### src/rtl/mmio_timer_pkg.sv
// Shared constants for the memory-mapped machine timer: register map, CTRL fields, reset values.
package mmio_timer_pkg;

    localparam int unsigned DATA_W     = 32;
    localparam int unsigned ADDR_W     = 8;
    localparam int unsigned STRB_W     = 4;
    localparam int unsigned TIME_W     = 64;
    localparam int unsigned PRESCALE_W = 16;

    localparam logic [ADDR_W-1:0] IDX_MTIME_LO    = 8'd0;
    localparam logic [ADDR_W-1:0] IDX_MTIME_HI    = 8'd1;
    localparam logic [ADDR_W-1:0] IDX_MTIMECMP_LO = 8'd2;
    localparam logic [ADDR_W-1:0] IDX_MTIMECMP_HI = 8'd3;
    localparam logic [ADDR_W-1:0] IDX_CTRL        = 8'd4;
    localparam logic [ADDR_W-1:0] IDX_PRESCALE    = 8'd5;

    localparam int unsigned CTRL_ENABLE_BIT = 0;
    localparam int unsigned CTRL_IRQ_EN_BIT = 1;

    localparam logic [TIME_W-1:0]     MTIME_RESET    = 64'h0000_0000_0000_0000;
    localparam logic [TIME_W-1:0]     MTIMECMP_RESET = 64'hFFFF_FFFF_FFFF_FFFF;
    localparam logic                  CTRL_RESET     = 1'b0;
    localparam logic [PRESCALE_W-1:0] PRESCALE_RESET = 16'h0000;

    // Byte-lane merge used by every writable 32-bit register.
    function automatic logic [DATA_W-1:0] merge_bytes(input logic [DATA_W-1:0] old_word,
                                                      input logic [DATA_W-1:0] new_word,
                                                      input logic [STRB_W-1:0] mask);
        logic [DATA_W-1:0] result;
        for (int unsigned i = 0; i < STRB_W; i++) begin
            result[8*i +: 8] = mask[i] ? new_word[8*i +: 8] : old_word[8*i +: 8];
        end
        return result;
    endfunction

endpackage

### src/rtl/mmio_timer_prescaler.sv
// Tick generator: one tick every prescale+1 enabled cycles (used when TIMER_PRESCALER_EN is defined).
module mmio_timer_prescaler
    import mmio_timer_pkg::*;
(
    input  logic                  clk,
    input  logic                  rst,
    input  logic                  enable,
    input  logic [PRESCALE_W-1:0] prescale,
    input  logic                  load,
    output logic                  tick
);

    logic [PRESCALE_W-1:0] count;

    assign tick = enable && (count == prescale);

    always_ff @(posedge clk) begin
        if (rst || !enable || load) begin
            count <= '0;
        end else if (count == prescale) begin
            count <= '0;
        end else begin
            count <= count + PRESCALE_W'(1);
        end
    end

endmodule

### src/rtl/mmio_timer.sv
// Memory-mapped 64-bit machine timer with compare interrupt.
// Optional prescaler enabled by defining TIMER_PRESCALER_EN.
module mmio_timer
    import mmio_timer_pkg::*;
(
    input  logic              clk,
    input  logic              rst,
    input  logic              request,
    input  logic              we_re,
    input  logic [STRB_W-1:0] masking,
    input  logic [ADDR_W-1:0] address,
    input  logic [DATA_W-1:0] w_data,
    output logic              valid,
    output logic [DATA_W-1:0] r_data,
    output logic              irq
);

    logic [TIME_W-1:0] mtime, mtime_nxt;
    logic [TIME_W-1:0] mtimecmp, mtimecmp_nxt;
    logic              ctrl_enable, ctrl_enable_nxt;
    logic              ctrl_irq_en, ctrl_irq_en_nxt;
    logic              wr_c, rd_c, tick_c;
    logic [DATA_W-1:0] rd_data_c;

    assign wr_c = request & we_re;
    assign rd_c = request & ~we_re;

`ifdef TIMER_PRESCALER_EN
    logic [PRESCALE_W-1:0] prescale, prescale_nxt;
    logic                  prescale_load_c;

    assign prescale_load_c = wr_c && (address == IDX_PRESCALE);

    mmio_timer_prescaler u_prescaler (
        .clk      (clk),
        .rst      (rst),
        .enable   (ctrl_enable),
        .prescale (prescale),
        .load     (prescale_load_c),
        .tick     (tick_c)
    );

    always_comb begin
        prescale_nxt = prescale;
        if (prescale_load_c) begin
            prescale_nxt = {masking[1] ? w_data[15:8] : prescale[15:8],
                            masking[0] ? w_data[7:0]  : prescale[7:0]};
        end
    end

    always_ff @(posedge clk) begin
        if (rst) prescale <= PRESCALE_RESET;
        else     prescale <= prescale_nxt;
    end
`else
    assign tick_c = ctrl_enable;
`endif

    // Read mux over pre-update register values.
    always_comb begin
        rd_data_c = '0;
        case (address)
            IDX_MTIME_LO:    rd_data_c = mtime[31:0];
            IDX_MTIME_HI:    rd_data_c = mtime[63:32];
            IDX_MTIMECMP_LO: rd_data_c = mtimecmp[31:0];
            IDX_MTIMECMP_HI: rd_data_c = mtimecmp[63:32];
            IDX_CTRL:        rd_data_c = {30'd0, ctrl_irq_en, ctrl_enable};
`ifdef TIMER_PRESCALER_EN
            IDX_PRESCALE:    rd_data_c = {16'd0, prescale};
`endif
            default:         rd_data_c = '0;
        endcase
    end

    // Register updates; a write to either mtime half overrides that cycle's tick.
    always_comb begin
        mtime_nxt       = mtime;
        mtimecmp_nxt    = mtimecmp;
        ctrl_enable_nxt = ctrl_enable;
        ctrl_irq_en_nxt = ctrl_irq_en;
        if (tick_c) begin
            mtime_nxt = mtime + TIME_W'(1);
        end
        if (wr_c) begin
            case (address)
                IDX_MTIME_LO:    mtime_nxt = {mtime[63:32], merge_bytes(mtime[31:0], w_data, masking)};
                IDX_MTIME_HI:    mtime_nxt = {merge_bytes(mtime[63:32], w_data, masking), mtime[31:0]};
                IDX_MTIMECMP_LO: mtimecmp_nxt[31:0]  = merge_bytes(mtimecmp[31:0], w_data, masking);
                IDX_MTIMECMP_HI: mtimecmp_nxt[63:32] = merge_bytes(mtimecmp[63:32], w_data, masking);
                IDX_CTRL: begin
                    if (masking[0]) begin
                        ctrl_enable_nxt = w_data[CTRL_ENABLE_BIT];
                        ctrl_irq_en_nxt = w_data[CTRL_IRQ_EN_BIT];
                    end
                end
                default: ;
            endcase
        end
    end

    always_ff @(posedge clk) begin
        if (rst) begin
            mtime       <= MTIME_RESET;
            mtimecmp    <= MTIMECMP_RESET;
            ctrl_enable <= CTRL_RESET;
            ctrl_irq_en <= CTRL_RESET;
            valid       <= 1'b0;
            r_data      <= '0;
            irq         <= 1'b0;
        end else begin
            mtime       <= mtime_nxt;
            mtimecmp    <= mtimecmp_nxt;
            ctrl_enable <= ctrl_enable_nxt;
            ctrl_irq_en <= ctrl_irq_en_nxt;
            valid       <= request;
            if (rd_c) r_data <= rd_data_c;
            irq         <= ctrl_irq_en_nxt && (mtime_nxt >= mtimecmp_nxt);
        end
    end

endmodule

### config.mk
export PLATFORM = sky130hd
export DESIGN_NAME = mmio_timer
export DESIGN_NICKNAME = d
export VERILOG_FILES = /design/src/rtl/mmio_timer_pkg.sv /design/src/rtl/mmio_timer_prescaler.sv /design/src/rtl/mmio_timer.sv
export SDC_FILE = /design/constraint.sdc
export NUM_CORES = 1
export LEC_CHECK = 0
export CAP_MARGIN = 20
export CORE_MARGIN = 2
export CORE_UTILIZATION = 49
export DETAILED_ROUTE_END_ITERATION = 8
export PLACE_DENSITY = 0.8
export SETUP_SLACK_MARGIN = 0.3
export SKIP_CTS_REPAIR_TIMING = 1
export SLEW_MARGIN = 20
export SYNTH_ARGS = -nofsm -noshare
export SYNTH_HDL_FRONTEND = slang
export SYNTH_HIERARCHICAL = 1
export SYNTH_SLANG_ARGS = --single-unit
### constraint.sdc
create_clock -name clk -period 5.1 [get_ports clk]
set_input_delay 0.51 -clock clk [delete_from_list [all_inputs] [get_ports clk]]
set_output_delay 0.51 -clock clk [all_outputs]
set_load 0.005 [all_outputs]
==> out/results.txt <==
The tools report the critical path endpoint category as a flop. For the worst-skew pair, the clock arrives at the later sink with an insertion delay of 0.44 ns. The worst hold margin came out at 0.507 ns. Per report_power, the sequential group accounts for 46.4% of the total. STA puts the critical path data arrival time at 4.78 ns. The analysis attributes to net switching a power of 656 uW. Class of the most critical setup path: reg -> reg. Once detail routing completed, the nets flagged for antenna violations numbered 0.

For the final number of hold-violating endpoints, the log shows 0. The run gives 6.2% as the power share of the combinational group. For the setup total negative slack, the log shows 0 ns. The minimum clock period after layout is 4.41 ns. Worst min-delay path category: reg -> reg. The port buffer count is 81. Counting the buffers created by CTS gives 17.

The initial antenna violation count was 0. The logs give 82 for the count of pins on the block boundary and 0.00830 ns for the final setup skew. The tools report the number of warnings issued by yosys as 6.

The total overflow left after global routing is 0. At the end of the flow, the number of nets in the layout was 1453. In this run, synthesis inferred 0 flip-flops with an integrated enable. The routed layout has 10700 vias. After clock tree synthesis, the clock-pin slew on the worst setup and hold paths is 0.06 ns. The floorplan core area is 21000 um2. The most used flip-flop cell after synthesis is dfxtp_1. The tools report the global-route wire length before repair as 54400 um. The worst pin sits at a relative slew slack of 39.0%. The library cell used most frequently in the layout, excluding fill and tap cells, is dfxtp_1.

Cells with a size suffix above 1 make up 7.91% of the layout. Of all flip-flops after synthesis, the portion carrying an async set or reset was 0%. Internal power: 2110 uW. The die is 150 um tall. Synthesis inferred 164 register bits. For this design the static power due to leakage is 0.00519 uW.

The logs give 0 for the max-slew violation count and 34700 um for the total detailed-routing wirelength. 0 antenna diodes ended up in the layout. The share of the Yosys chip area taken by registers is 31.4%. Routability-driven placement finished with a final weighted congestion of 0.945.

After the first detailed-routing iteration, the DRC count stood at 1469. Maximum fanout along the worst path: 10. Timing would allow up to 227 MHz. The period utilization works out to 86.6%. The gate count after technology mapping is 1279, and the area of the die is 22500 um2. Entering global routing, the biggest net connects 57 pins. Slew at the pin closest to its max-slew limit: 0.907 ns. The run gives 24900 um as the sum of net half-perimeters after detailed placement.

The count of endpoints failing setup in the final report was 0; the met1 capacity usage during global routing was 42.8%. The worst-case IR drop observed on VDD is 190 uV. In this run switching power makes up 23.7% of total power. For met3 alone, demand over resource in global routing was 6.79%. The layer flagged by global routing as most heavily used is met2. For the filler cell count, the log shows 1852. The sum of internal, switching and leakage power was 2770 uW; the net count after synthesis was 1392. Power spread over the standard cell area amounts to 226 nW/um2. The tools report the level count of the clock H-tree as 4. The effective utilization at floorplan is 49.8%, and the worst reg2reg path depth is 14. The worst-case clock buffer depth came out at 2.

The detailed-route DRC error count came out at 0. Max-cap violations in this run came to 0. The flow ran to the end, and the final reports show no timing, DRC or antenna violations. Cell at the root of the clock tree: clkbuf_16. At the worst endpoint, the required time is 5.47 ns. At the end of the flow the core is filled with cells to 58.2%. Category of the worst setup path launch point: a flop. Setup repair after global routing left no endpoint under its margin. The routed length per placed instance works out to 21.3 um. The synthesis-to-layout area growth is 17.0%, and the via-per-instance ratio is 6.58.

The die is 150 um wide. The clock net in this run drives a total of 164 sinks. TritonCTS built the clock tree. The number of global-route vias before repair came out at 9965.

The number of cell rows came out at 53. The first-pass iteration count of the detailed router is 6. In this run, distinct cell masters in the synthesized netlist total 70. The average instance area after synthesis came out at 8.18 um2. For the power share of the clock group, the log shows 47.4%. Along the worst hold path, the cell count comes to 2.

Summing every instance area after synthesis gives 10500 um2. For this run, the total global-route usage over all layers was measured as 31.0%. The library cells used most frequently in the layout, excluding fill and tap cells, are dfxtp_1 (164), nand2_1 (144), nor2_1 (125).

For met2 alone, demand over resource in global routing was 47.4%.
state kept, by name, summed over array words and instances (netlist names):
| name | flops |
|---|---|
| valid | 1 |
| mtimecmp | 64 |
| r_data | 32 |
| ctrl_irq_en | 1 |
| irq | 1 |
| mtime | 64 |
| ctrl_enable | 1 |
power groups by stage:
stage / combinational, uW / clock, uW / sequential, uW
after floorplan: 79.3 / 0 / 1310
after global routing: 180 / 1380 / 1290
final: 172 / 1310 / 1290
after CTS: 168 / 1320 / 1290
after detailed placement: 167 / 0 / 1320
after global placement: 166 / 0 / 1310
routing by layer:
layer,vias up,routed length (um)
met5,-,0
met4,0,1130
met3,94,3730
met2,640,15100
met1,5034,14700
li1,4937,-
cells by family (layout without fill, tap and decap cells):
logic type	count (synthesis)	after routing	share of synthesized area [%]
adder cells (fa/ha/maj)	65	65	7.77
buffers and inverters	94	168	3.54
XOR/XNOR	10	10	0.837
AO/OA/AOI/OAI	294	294	19.1
multiplexers	130	130	12.6
AND/OR/NAND/NOR	522	522	24.8
flip-flops	164	164	31.4
synthesized netlist by cell type, types with 5 or more instances:
| library cell | instances | area [um2] |
|---|---|---|
| a22oi_1 | 30 | 225 |
| o21ai_0 | 50 | 250 |
| mux2_2 | 12 | 135 |
| o221ai_1 | 9 | 78.8 |
| a221o_1 | 26 | 260 |
| and2_1 | 30 | 188 |
| xnor2_1 | 6 | 52.6 |
| nor4_2 | 5 | 62.6 |
| ha_1 | 65 | 813 |
| and4_1 | 8 | 70.1 |
| a21oi_1 | 74 | 370 |
| inv_1 | 14 | 52.6 |
| nor2_1 | 125 | 469 |
| buf_2 | 10 | 50.1 |
| and3_1 | 18 | 113 |
| mux2i_1 | 118 | 1180 |
| nand4_1 | 38 | 238 |
| nand2_1 | 144 | 541 |
| o22ai_1 | 6 | 37.5 |
| a211oi_1 | 24 | 180 |
| nor3_1 | 39 | 195 |
| or3_1 | 9 | 56.3 |
| or4_1 | 6 | 45.0 |
| a31oi_1 | 13 | 81.3 |
| a21o_1 | 16 | 120 |
| o211ai_1 | 8 | 60.1 |
| nor2b_1 | 6 | 37.5 |
| clkbuf_1 | 62 | 233 |
| nand3_1 | 53 | 265 |
| dfxtp_1 | 164 | 3280 |
| nor4_1 | 17 | 106 |
| buf_1 | 5 | 18.8 |
through the flow:
stage,setup slack [ns],cells,cell area (um2)
finish,0.685,1628,12200
global route,0.571,1628,12200
CTS,0.870,1628,12200
detailed placement,0.571,1596,11600
global placement,0.665,1596,11600
floorplan,1.51,1279,10500
critical path, stage by stage, from the launching register on:
cell,delay [ns]
dfxtp_1,0.55
nand3_1,0.33
nor4_2,0.42
buf_4,0.27
nand4_1,0.43
nor4_1,0.44
xnor2_1,0.18
o21ai_0,0.13
ha_1,0.32
a21oi_1,0.06
o21ai_0,0.45
nand3_1,0.15
o211ai_1,0.23
o21ai_0,0.21
a21oi_1,0.16
area by class of cell:
class / count / area (um2) / share of cell area (%)
Clock inverter: 11 / 126 / 1.03
Tap cell: 275 / 344 / 2.81
Inverter: 15 / 57.6 / 0.470
Multi-Input combinational cell: 1021 / 6830 / 55.8
Clock buffer: 21 / 470 / 3.84
Timing Repair Buffer: 121 / 1130 / 9.20
Sequential cell: 164 / 3280 / 26.8
path summary, 6_finish.rpt:
kind	startpoint	to	slack, ns
setup / recovery	ctrl_enable	irq	0.69
hold / removal	mtimecmp[51]	mtimecmp[51]	0.51
setup reg to reg	ctrl_enable	irq	0.69
hold reg to reg	mtimecmp[51]	mtimecmp[51]	0.51
Power figures use the tool's default switching activity.
